<file path="config.mk">
export PLATFORM = sky130hd
export DESIGN_NAME = pipeline_run_controller
export DESIGN_NICKNAME = d
export VERILOG_FILES = /design/src/rtl/pipeline_run_controller.sv
export SDC_FILE = /design/constraint.sdc
export NUM_CORES = 1
export LEC_CHECK = 0
export CORE_MARGIN = 3
export CORE_UTILIZATION = 49
export DETAILED_ROUTE_END_ITERATION = 8
export PLACE_DENSITY = 0.85
export SETUP_SLACK_MARGIN = 0.05
export SKIP_CTS_REPAIR_TIMING = 1
export SLEW_MARGIN = 20
export SYNTH_ARGS = -nofsm -noshare
export SYNTH_HDL_FRONTEND = slang
export SYNTH_SLANG_ARGS = --single-unit
</file>
<file path="constraint.sdc">
create_clock -name i_clk -period 2.7 [get_ports i_clk]
set_input_delay 0.54 -clock i_clk [delete_from_list [all_inputs] [get_ports i_clk]]
set_output_delay 0.54 -clock i_clk [all_outputs]
set_load 0.005 [all_outputs]
</file>
<file path="src/rtl/pipeline_run_controller.sv">
// pipeline_run_controller
// Run-control sequencer for the 5-stage MIPS pipeline used by the debug unit.
// Walks IDLE -> RUN / STEP -> DRAIN -> HALTED and merges hazard-unit stalls and
// ID-stage redirects into the per-stage register enables. It also counts the
// cycles in which the pipeline advanced.
// Optional feature macro: PIPE_WATCHDOG_EN. When defined, a RUN that reaches
// MAX_CYCLES executed cycles is forced into DRAIN and o_timeout is raised.
module pipeline_run_controller #(
  parameter int DRAIN_CYCLES = 4,
  parameter int CNT_W        = 32,
  parameter int MAX_CYCLES   = 1000
) (
  input  logic             i_clk,
  input  logic             i_reset,
  input  logic             i_run,
  input  logic             i_step,
  input  logic             i_halt_req,
  input  logic             i_halt_detected,
  input  logic             i_hazard_stall,
  input  logic             i_branch_taken,
  output logic             o_pc_write,
  output logic             o_if_id_write,
  output logic             o_if_id_flush,
  output logic             o_id_ex_bubble,
  output logic             o_pipe_enable,
  output logic [2:0]       o_state,
  output logic             o_halted,
  output logic             o_step_done,
  output logic             o_timeout,
  output logic [CNT_W-1:0] o_cycle_count
);

  localparam logic [2:0] ST_IDLE   = 3'd0;
  localparam logic [2:0] ST_RUN    = 3'd1;
  localparam logic [2:0] ST_STEP   = 3'd2;
  localparam logic [2:0] ST_DRAIN  = 3'd3;
  localparam logic [2:0] ST_HALTED = 3'd4;

  localparam int DW = (DRAIN_CYCLES > 1) ? $clog2(DRAIN_CYCLES) : 1;
  localparam logic [DW-1:0] DRAIN_LOAD = DW'(DRAIN_CYCLES - 1);

  logic [2:0]       state;
  logic [2:0]       state_next;
  logic [DW-1:0]    drain_cnt;
  logic [DW-1:0]    drain_cnt_next;
  logic             step_done;
  logic             step_done_next;
  logic [CNT_W-1:0] cycle_count;
  logic             halt_go;
  logic             watchdog_hit;
  logic             timeout;

`ifdef PIPE_WATCHDOG_EN
  // The watchdog triggers on the RUN cycle whose execution brings the count up to MAX_CYCLES.
  always_comb begin
    watchdog_hit = 1'b0;
    if (state == ST_RUN && cycle_count >= CNT_W'(MAX_CYCLES - 1))
      watchdog_hit = 1'b1;
  end

  // Sticky timeout flag that only a reset clears.
  always_ff @(posedge i_clk) begin
    if (i_reset)
      timeout <= 1'b0;
    else if (watchdog_hit)
      timeout <= 1'b1;
  end
`else
  logic unused_max_cycles;
  assign unused_max_cycles = ^MAX_CYCLES;
  assign watchdog_hit      = 1'b0;
  assign timeout           = 1'b0;
`endif

  // A stalled HALT decode is not yet real, so only an unstalled one starts the drain.
  assign halt_go = (i_halt_detected & ~i_hazard_stall) | watchdog_hit;

  // Stage enables follow the current state; active cycles merge stall and redirect.
  always_comb begin
    o_pc_write     = 1'b0;
    o_if_id_write  = 1'b0;
    o_if_id_flush  = 1'b0;
    o_id_ex_bubble = 1'b0;
    o_pipe_enable  = 1'b0;
    case (state)
      ST_RUN, ST_STEP: begin
        o_pipe_enable  = 1'b1;
        o_pc_write     = ~i_hazard_stall;
        o_if_id_write  = ~i_hazard_stall;
        o_id_ex_bubble = i_hazard_stall;
        o_if_id_flush  = i_branch_taken & ~i_hazard_stall;
      end
      ST_DRAIN: begin
        o_pipe_enable  = 1'b1;
        o_if_id_flush  = 1'b1;
        o_id_ex_bubble = 1'b1;
      end
      default: ;
    endcase
  end

  // Next-state selection; a HALT (or watchdog) outranks a halt request or a step's return to IDLE.
  always_comb begin
    state_next     = state;
    drain_cnt_next = drain_cnt;
    step_done_next = 1'b0;
    case (state)
      ST_IDLE: begin
        if (i_run)
          state_next = ST_RUN;
        else if (i_step)
          state_next = ST_STEP;
      end
      ST_RUN: begin
        if (halt_go) begin
          state_next     = ST_DRAIN;
          drain_cnt_next = DRAIN_LOAD;
        end else if (i_halt_req) begin
          state_next = ST_IDLE;
        end
      end
      ST_STEP: begin
        if (halt_go) begin
          state_next     = ST_DRAIN;
          drain_cnt_next = DRAIN_LOAD;
        end else begin
          state_next     = ST_IDLE;
          step_done_next = 1'b1;
        end
      end
      ST_DRAIN: begin
        if (drain_cnt == '0)
          state_next = ST_HALTED;
        else
          drain_cnt_next = drain_cnt - 1'b1;
      end
      ST_HALTED: state_next = ST_HALTED;
      default:   state_next = ST_IDLE;
    endcase
  end

  // Registered control state: FSM, drain countdown and the step-complete pulse.
  always_ff @(posedge i_clk) begin
    if (i_reset) begin
      state     <= ST_IDLE;
      drain_cnt <= '0;
      step_done <= 1'b0;
    end else begin
      state     <= state_next;
      drain_cnt <= drain_cnt_next;
      step_done <= step_done_next;
    end
  end

  // Executed-cycle counter, saturating so a long run never wraps back to small values.
  always_ff @(posedge i_clk) begin
    if (i_reset)
      cycle_count <= '0;
    else if (o_pipe_enable && cycle_count != '1)
      cycle_count <= cycle_count + 1'b1;
  end

  assign o_state       = state;
  assign o_halted      = (state == ST_HALTED);
  assign o_step_done   = step_done;
  assign o_timeout     = timeout;
  assign o_cycle_count = cycle_count;

endmodule
</file>
## Word-level counts from Yosys, hierarchy flattened

Cells that the tools add are included.

- Register bits after elaboration: 38
- Output and inout bits: 43

- Muxes and demuxes: 15
- Reduce and logical (&&, ||, !) cells: 9
- Equal/unequal tests: 10
- Bitwise operators: 4
- Add/sub/neg operators: 2

Operator list:

| operator | count |
|---|---|
| $add 32x1->32 const B | 1 |
| $ne 32x32->1 const B | 1 |
| $mux 3 | 5 |
| $pmux 3 s5 | 1 |
| $eq 3x2->1 const B | 2 |
| $mux 2 | 3 |
| $ne 3x3->1 const B | 2 |
| $reduce_and 3->1 | 2 |
| $ne 2x2->1 const B | 2 |
| $pmux 1 s2 | 2 |
| $pmux 2 s2 | 1 |
| $reduce_or 2->1 | 2 |
| $eq 3x1->1 const B | 1 |
| $eq 3x3->1 const B | 1 |
| $logic_not 3->1 | 1 |
| $mux 1 | 3 |
| $reduce_or 3->1 | 1 |
| $and 1x1->1 | 2 |
| $logic_not 2->1 | 1 |
| $ne 2x1->1 const B | 1 |
| $not 1->1 | 2 |
| $reduce_bool 2->1 | 1 |
| $sub 2x1->2 const B | 1 |
| $logic_and 1x1->1 | 1 |

## Logic depth before layout (Yosys ltp)

- Depth after elaboration: 4
- Depth in mapped cells: 8

## Least setup slack after synthesis

No wires, ideal clock.

- Path kind: register to register
- Start point: reg cycle_count[0], in the netlist o_cycle_count[0]
- End point: reg cycle_count[19], in the netlist o_cycle_count[19]
- Required time: 2.629 ns
- Cell stages (with the launch flop): 8
- Data arrival time: 1.927 ns
- Setup time: 0.071 ns
- Setup slack: 0.703 ns
- Buffers on the path: 1
- Path through: dfxtp_1 > ha_1 > and3_1 > nor4b_2 > a2111o_1 > clkbuf_1 > or3_1 > a21oi_1

- Longest elaborated chain between the ends: 2
- Elaborated cells on any way between the ends: 3
- Classes of those cells: add/sub (1); eq/ne (1); reduce/logical (1)

RTL lines:

| item | RTL line | source |
|---|---|---|
| start, declared | 48 | `logic [CNT_W-1:0] cycle_count;` |
| start signal, assigned | 160 | `cycle_count <= cycle_count + 1'b1;` |
| branches (longest 2 deep; another with $add 32x1->32) | - |  |

Several ways; the timed one is not identified.
A chain may end at the register's enable or synchronous reset.

## Final worst setup path

- Start point: in i_branch_taken
- End point: out o_if_id_flush

- Longest elaborated chain between the ends: 2

RTL lines:

| item | RTL line | source |
|---|---|---|
| start, declared | 20 | `input logic i_branch_taken,` |
| $and 1x1->1 | 91 | `o_if_id_flush = i_branch_taken & ~i_hazard_stall;` |
| $pmux 1 s2 | 85 | `case (state)` |
| end, declared | 23 | `output logic o_if_id_flush,` |

No other way between the ends.

==> impl_metrics.toml <==
[run_status]
status = "finished, final reports clean"

[worst_hold_path]
min_path_type = "flip-flop to flip-flop"

[placed_design]
place_congestion = 0.8890
port_buffers = 49
place_inst = 333
dp_hpwl_microns = 3443

[timing]
max_clock_freq_mhz = 396.0
final-hold-violation-count = 0
drv_slew = 0
worst_slew_pin_slew_ns = 0.5478
slew_headroom = 0.6318
final.min_clock_period_ns = 2.525
setup_viol = 0
finalSetupTns_ns = 0
skew_ns = 0.006727
min_period_over_period = 0.9354
rsz0062_at_grt = "no"

[worst_setup_path]
cp_max_fo = 1
crit_path_start_kind = "input pin"
arrival_ns = 1.99
cp.required_ns = 2.16
critPathKind = "input pin to output port"
worst_setup_path_end_kind = "output port"

[floorplanning]
start_util = 0.5311
io_pins = 51
core_sq_um = 3826
die_h_microns = 70.40
die_width_microns = 70.40
die_area_sq_um = 4955
placementRows = 22

[synth]
synth_top_area_cell = "dfxtp_1"
synth_top_area_frac = 0.3744
ys_top_cells_by_area = "dfxtp_1 37%, a21oi_1 6.2%, or3_1 4.9%, nand3_1 3.4%, o21ai_0 3.0%"
ys_seq_area_frac = 0.3744
synthFlopType = "dfxtp_1"
yosysWarningCount = 0
post_synth_inst_count = 245
syn_area_per_cell_sq_um = 8.294
synth_seq_cells = 38
yosysUniqueCellTypes = 50
syn-num-nets = 255
netlist_area_sq_um = 2032
synth_edf_count = 0
ys_async_sr_fraction = 0

[clocking]
cts_buffer_depth = 2
clk_pin_slew_ns = 0.08
numCtsBuffers = 5
clk_latency_ns = 0.29
clock-root-buffer = "clkbuf_8"
cts_sinks = 38
tritoncts = "yes"
htree_levels = 2

[power_and_ir_drop]
power.internal_uw = 809.4
power_mw = 1.072
ir_worst_vdd_mv = 0.3114
power.share.clock = 0.344
p_per_area_nw_per_um2 = 407.1
swShare = 0.2448
p_sw_uw = 262.3
seqPwrFrac = 0.547
p_comb_frac = 0.110
p_leak_nw = 0.8560

[drt]
wl_per_cell_microns = 13.71
ant_nets = 0
drt_iter0_drc = 71
viasPerCell = 5.853
routed_wl_microns = 4662
dr.pass1.iters = 4
drc = 0
vias = 1990

[layout]
ff_latch_area_sq_um = 760.7
final_core_util = 0.6880
fin_cells = 340
final_common_cell = "clkdlybuf4s50_1"
fillers = 317
antenna_cells = 0
area_growth_syn_to_layout_pct = 29.56
nets = 302
final_cell_mix = "48 x clkdlybuf4s50_1, 38 x dfxtp_1, 25 x a21oi_1"
multi_input_area_sq_um = 1180
drive_gt1_frac = 0.06849

[global_route]
gr-total-overflow = 0
grt_pass1_vias = 1846
grt_usage = 0.2010
antenna_found_initial = 0
grt_max_degree = 37
grt_pass1_wl_microns = 8148

[job]
cap_violations = 0
[flip-flops by register name, indices dropped and copies added (netlist names)]
register       flops
o_cycle_count     32
o_step_done        1
o_state            3
drain_cnt          2
[layer usage]
layer  global-route usage  wire length (microns)  vias up
li1                     -                      -     1000
met1               0.2535                   2179      933
met2               0.3274                   2213       48
met3              0.05036                    207        9
met4              0.07660                     61        0
met5                    0                      0        -
[stage by stage]
stage,instance area [sq um],hold WS (ns),setup WS (ns)
finish,2633,0.4886,0.1745
global route,2633,0.5372,0.1157
CTS,2630,0.4918,0.07356
detailed placement,2551,0.4807,0.07391
global placement,2551,0.4680,0.09728
floorplan,2032,0.4501,0.7027
[cells in the mapped netlist (all sizes together) (3+ instances only)]
cell and n:
dfxtp 38, a21oi 25, nand3 16, nor2 16, or3 16, o21ai 15
nand2 14, inv 8, nand4 8, buf 7, nor2b 7, clkbuf 6
a31oi 5, and3 5, nand2b 5, nor3 5, o31ai 5, or4 5
mux2 4, nor4 4, xnor2 4, and2 3, and4 3
[cell type report]
class / instances / share of cell area
Multi-Input combinational cell: 186 / 0.4482
Sequential cell: 38 / 0.2890
Timing Repair Buffer: 53 / 0.1987
Clock buffer: 5 / 0.02614
Tap cell: 48 / 0.02281
Inverter: 8 / 0.01141
Clock inverter: 2 / 0.003802
[worst max-delay path, cell delays in order]
cell and delay [ns]:
clkdlybuf4s50_1 0.39, nor2b_1 0.13, maj3_1 0.34, and2_1 0.16
clkdlybuf4s50_1 0.44
[power by group through the flow]
stage               clock network [mW]  logic, mW  registers [mW]
floorplan                            0     0.0701           0.593
global placement                     0      0.116           0.599
detailed placement                   0      0.118           0.599
CTS                              0.379      0.119           0.586
global route                     0.407      0.130           0.589
finish                           0.368      0.117           0.586
[logic make-up (layout without fill, tap and decap cells)]
logic type,after synthesis,in the layout,synth area share
simple gates,111,111,0.3331
flops,38,38,0.3744
xor+xnor,4,4,0.01724
compound gates,62,62,0.1841
fa+ha+maj,3,3,0.01724
buf+inv,21,68,0.04495
mux,5,5,0.02709
other cells,1,1,0.001846
[final timing paths]
check / end / start / cells after the start / slack [ns]
worst min register to register: drain_cnt[1] / drain_cnt[1] / 2 / 0.49
worst max-delay path: o_if_id_flush / i_branch_taken / 5 / 0.17
worst min-delay path: drain_cnt[1] / drain_cnt[1] / 2 / 0.49
worst max register to register: o_cycle_count[29] / o_cycle_count[15] / 5 / 0.51
Note: power is estimated with default switching activity, not from simulation.
